[config.mk]
export PLATFORM = sky130hd
export DESIGN_NAME = imem_fetch
export DESIGN_NICKNAME = d
export VERILOG_FILES = /design/src/rtl/imem_fetch.sv
export SDC_FILE = /design/constraint.sdc
export NUM_CORES = 2
export LEC_CHECK = 0
export BUFFER_PORTS_ARGS = -buffer_cell sky130_fd_sc_hd__buf_2
export CAP_MARGIN = 20
export CORE_ASPECT_RATIO = 2
export CORE_MARGIN = 3
export CORE_UTILIZATION = 45
export DETAILED_ROUTE_END_ITERATION = 8
export PLACE_DENSITY_LB_ADDON = 0.12
export SETUP_SLACK_MARGIN = 0.1
export SLEW_MARGIN = 20
export SYNTH_ARGS = -nofsm -noshare
export SYNTH_HDL_FRONTEND = slang
export SYNTH_SLANG_ARGS = --single-unit
export TNS_END_PERCENT = 50
[constraint.sdc]
create_clock -name clk -period 2.7 [get_ports clk]
set_input_delay 0.54 -clock clk [delete_from_list [all_inputs] [get_ports clk]]
set_output_delay 0.54 -clock clk [all_outputs]
set_load 0.01 [all_outputs]
[src/rtl/imem_fetch.sv]
// imem_fetch: instruction-memory responder for the single-cycle CPU.
// Accepts a fetch request for the byte address on pc, waits a fixed number
// of cycles, then returns the addressed word with a one-cycle valid strobe.
// That strobe doubles as the PC write enable. Misaligned or out-of-range
// fetches return a NOP and set a sticky fault flag. A side load port writes
// the store in any state.
module imem_fetch #(
    parameter int ADDR_W      = 6,   // word-address width, store holds 2^ADDR_W words
    parameter int WAIT_STATES = 2    // extra read cycles per fetch, 0..15
) (
    input  logic                clk,
    input  logic                Reset,      // asynchronous, active-low
    input  logic [31:0]         pc,
    input  logic                fetchReq,
    output logic [31:0]         instr,
    output logic                instrValid,
    output logic                PCWre,
    output logic                busy,
    output logic                fault,
    input  logic                loadWe,
    input  logic [ADDR_W-1:0]   loadAddr,
    input  logic [31:0]         loadData
);

    localparam int          DEPTH  = 1 << ADDR_W;
    localparam logic [3:0]  WS_CNT = 4'(WAIT_STATES);
    localparam logic [31:0] NOP    = 32'h0000_0000;

    localparam logic [1:0] S_IDLE = 2'd0;
    localparam logic [1:0] S_WAIT = 2'd1;
    localparam logic [1:0] S_DONE = 2'd2;

    logic [1:0]        state_reg;
    logic [3:0]        cnt_reg;
    logic [ADDR_W-1:0] addr_reg;
    logic              bad_reg;
    logic [31:0]       instr_reg;
    logic              fault_reg;
    logic              req_bad;

    // Instruction store; deliberately not reset, contents come from the load port.
    logic [31:0] mem [DEPTH];

    // A request is bad when the byte address is not word aligned or
    // points past the end of the store.
    assign req_bad = (pc[1:0] != 2'b00) || (pc[31:ADDR_W+2] != '0);

    // Load port: synchronous write, active in every FSM state.
    always_ff @(posedge clk) begin
        if (loadWe) begin
            mem[loadAddr] <= loadData;
        end
    end

    // Fetch FSM: accept in IDLE, count wait states, capture the word on the
    // WAIT-exit edge (reads the pre-write value if a load hits the same edge),
    // strobe for one cycle in DONE.
    always_ff @(posedge clk or negedge Reset) begin
        if (!Reset) begin
            state_reg <= S_IDLE;
            cnt_reg   <= 4'd0;
            addr_reg  <= '0;
            bad_reg   <= 1'b0;
            instr_reg <= NOP;
            fault_reg <= 1'b0;
        end else begin
            case (state_reg)
                S_IDLE: begin
                    if (fetchReq) begin
                        addr_reg  <= pc[ADDR_W+1:2];
                        bad_reg   <= req_bad;
                        cnt_reg   <= WS_CNT;
                        state_reg <= S_WAIT;
                    end
                end
                S_WAIT: begin
                    if (cnt_reg != 4'd0) begin
                        cnt_reg <= cnt_reg - 4'd1;
                    end else begin
                        if (bad_reg) begin
                            instr_reg <= NOP;
                            fault_reg <= 1'b1;
                        end else begin
                            instr_reg <= mem[addr_reg];
                        end
                        state_reg <= S_DONE;
                    end
                end
                S_DONE: begin
                    // fetchReq is ignored here; it is picked up in the next IDLE cycle.
                    state_reg <= S_IDLE;
                end
                default: begin
                    state_reg <= S_IDLE;
                end
            endcase
        end
    end

    // Output decode straight from the state register.
    always_comb begin
        instr      = instr_reg;
        fault      = fault_reg;
        instrValid = (state_reg == S_DONE);
        PCWre      = (state_reg == S_DONE);
        busy       = (state_reg != S_IDLE);
    end

endmodule
==> flow_metrics.env <==
export IMPL_ioPinCount=110
export IMPL_wl_met1_um=88000
export IMPL_clkTransAtPathRegs_ns=0.07
export IMPL_ant_nets=0
export IMPL_holdPathStages=3
export IMPL_ys_ff_latch=2094
export IMPL_rrSetupSlack_ns=0.07
export IMPL_top_layer_used="met5"
export IMPL_slowest_stage="nor4_4"
export IMPL_wl_met3_um=11300
export IMPL_portBuffers=109
export IMPL_whs_ns=0.123
export IMPL_p_leak_nw=31.3
export IMPL_holdCritStartpoint="pc[2]"
export IMPL_final_cell_mix="2048 x edfxtp_1, 409 x mux4_2, 390 x buf_4"
export IMPL_cpMostUsedCell="buf_6"
export IMPL_drtIter0Drc=3778
export IMPL_path_class="flip-flop to flip-flop"
export IMPL_final_common_cell="edfxtp_1"
export IMPL_cts_root_buf="clkbuf_16"
export IMPL_synth_flop_cell="edfxtp_1"
export IMPL_critPathMaxStageDelay_ns=0.59
export IMPL_grt_start_max_net_pins=65
export IMPL_largest_register_ffs=2048
export IMPL_syn_to_final_growth_pct=19.7
export IMPL_syn_instance_count=3669
export IMPL_finalSetupViolCount=0
export IMPL_nets=4436
export IMPL_max_freq_ghz=0.380
export IMPL_timing_rr_start="addr_reg[0]"
export IMPL_status="finished clean"
export IMPL_ys_types=58
export IMPL_synth_nets=3744
export IMPL_gr_total_overflow=0
export IMPL_first_pass_iters=5
export IMPL_period_minus_slack_ns=2.63
export IMPL_r2r_cells=11
export IMPL_fin_skew_ns=0.0488
export IMPL_slew_headroom_pct=34.9
export IMPL_totalWireLength_um=246000
export IMPL_n_fill_cell=13700
export IMPL_num_rows=219
export IMPL_drive_above_1_share_pct=34.6
export IMPL_r2r_end="instr[20]"
export IMPL_cap_violations=0
export IMPL_placedCellCount=6419
export IMPL_syn_area_um2=80800
export IMPL_power_density_nw_per_um2=962
export IMPL_clock_sinks=2094
export IMPL_arrival_ns=3.34
export IMPL_critPathLaunchType="flip-flop"
export IMPL_synth_edf_count=2048
export IMPL_worstMarginPinSlew_ns=0.976
export IMPL_vdd_ir_drop_max_mv=0.515
export IMPL_grt_pass1_wl_um=340000
export IMPL_required_ns=3.41
export IMPL_synth_avg_cell_area_um2=22.0
export IMPL_critPathMaxFanout=6
export IMPL_grt_pass1_vias=42900
export IMPL_cts_tree="done"
export IMPL_cp_cell_sequence="buf_6 > buf_12 > buf_12 > buf_6 > mux4_2 > mux2_4 > o22ai_4 > buf_6 > nor4_4 > a21oi_2 > o221ai_2"
export IMPL_instances_no_fill=6828
export IMPL_rsz0062_at_grt="yes"
export IMPL_routed_via_density=6.08
export IMPL_synth_seq_area_share_pct=77.5
export IMPL_cts_buffers=186
export IMPL_core_area_um2=178000
export IMPL_clk_latency_ns=0.84
export IMPL_wl_met2_um=133000
export IMPL_place_hpwl_um=150000
export IMPL_antenna_found_initial=7
export IMPL_post_route_period_util_pct=97.4
export IMPL_hp_class="input port to flip-flop"
export IMPL_drc_errors=0
export IMPL_worst_hold_path_endpoint="addr_reg[0]"
export IMPL_start_util_pct=45.4
export IMPL_die_area_um2=185000
export IMPL_yosysWarnings=0
export IMPL_die_x_um=306
export IMPL_grtUsageTotal_pct=26.6
export IMPL_ys_async_sr_fraction_pct=2.20
export IMPL_htree_levels=4
export IMPL_slew_viol_final=0
export IMPL_clk_path_buf_depth=4
export IMPL_worstSetupEndpointType="flip-flop"
export IMPL_wl_per_cell_um=36.0
export IMPL_vias=41500
export IMPL_die_h_um=605
export IMPL_gp_congestion=0.829
export IMPL_final_hold_viol_count=0
## how the worst max path moves through the flow
stage / to / from / depth (start not counted)
CTS: instr[26] / addr_reg[0] / 10
detailed placement: instr[11] / addr_reg[0] / 7
global placement: instr[11] / addr_reg[0] / 6
finish: instr[20] / addr_reg[0] / 11
global route: instr[1] / addr_reg[0] / 13
floorplan: mem[59][0] / loadAddr[1] / 4
## logic make-up (layout without fill, tap and decap cells)
family / count (synthesis) / in the layout / synth area share [%]
AOI/OAI and AO/OA: 349 / 349 / 3.12
other: 0 / 2 / 0
adders and majority gates: 1 / 1 / 0.0155
and+or+nand+nor: 244 / 244 / 1.44
buffers and inverters: 211 / 1048 / 1.90
DFF: 2094 / 2094 / 77.5
xor gates and xnor gates: 2 / 2 / 0.0217
muxes: 768 / 768 / 16.0
## power breakdown
part / switching, mW / internal [mW]
clock: 11.7 / 14.6
sequential: 0.530 / 36.2
combinational: 15.5 / 14.5
total: 27.8 / 65.2
## Yosys cell counts (14+ instances only)
| library cell | n | share of area, % |
|---|---|---|
| a22oi_1 | 107 | 0.99 |
| buf_4 | 56 | 0.52 |
| o21ai_0 | 33 | 0.20 |
| nor4_1 | 15 | 0.12 |
| mux2i_1 | 315 | 3.9 |
| a32oi_1 | 14 | 0.15 |
| a221oi_1 | 28 | 0.30 |
| edfxtp_1 | 2048 | 76 |
| a211oi_1 | 16 | 0.15 |
| nor2b_1 | 29 | 0.22 |
| buf_2 | 46 | 0.28 |
| mux2_2 | 42 | 0.59 |
| nand3_1 | 19 | 0.12 |
| nor2_1 | 83 | 0.39 |
| buf_6 | 33 | 0.46 |
| nand2_1 | 58 | 0.27 |
| dfrtp_1 | 46 | 1.4 |
| a21oi_1 | 55 | 0.34 |
| a22o_1 | 25 | 0.27 |
| mux4_2 | 409 | 11 |
| clkbuf_1 | 51 | 0.24 |
## critical path, delay by kind of cell (launching register included)
kind	cells	cell delay, ns
AO/OA/AOI/OAI	3	0.25
multiplexers	2	0.49
flip-flops	1	0.51
buffers and inverters	5	0.68
AND/OR/NAND/NOR	1	0.59
## routing by layer
layer / up-vias / GRT usage, %
met4: 2 / 11.7
met3: 419 / 2.46
met5: - / 0
li1: 16900 / -
met2: 1417 / 49.2
met1: 22800 / 31.5
## stage by stage
step / area, um^2 / power [mW] / worst slack [ns] / util, % / TNS [ns]
after CTS: 96300 / 93.3 / 0.0351 / 54.1 / 0
after floorplan: 80900 / 52.8 / -0.357 / - / -490.28
after detailed placement: 89100 / 64.7 / -0.643 / 50.0 / -2.40
final: 96700 / 93.0 / 0.0714 / 54.3 / 0
after global placement: 89100 / 64.7 / -1.04 / 50.0 / -3.11
after global routing: 96700 / 96.0 / 0.00283 / 54.3 / 0
## final cells by class
type	count	area [um^2]	share of cell area [%]
well taps	2320	2900	3.00
inverters	5	18.8	0.0194
diodes	2	5.00	0.00518
flip-flops and latches	2094	62700	64.8
clock inverters	101	968	1.00
multi-input cells	1364	17700	18.3
clock buffers	232	4900	5.07
repair buffers	710	7540	7.80
## repair_timing
action	CTS	global route
buffers inserted	45	7
pin swaps	31	17
cloned	12	2
gates resized for setup	116	53
hold buffers	9	0
endpoints found under the hold margin	30	0
setup endpoints to repair	26	31
Power figures use the tool's default switching activity.
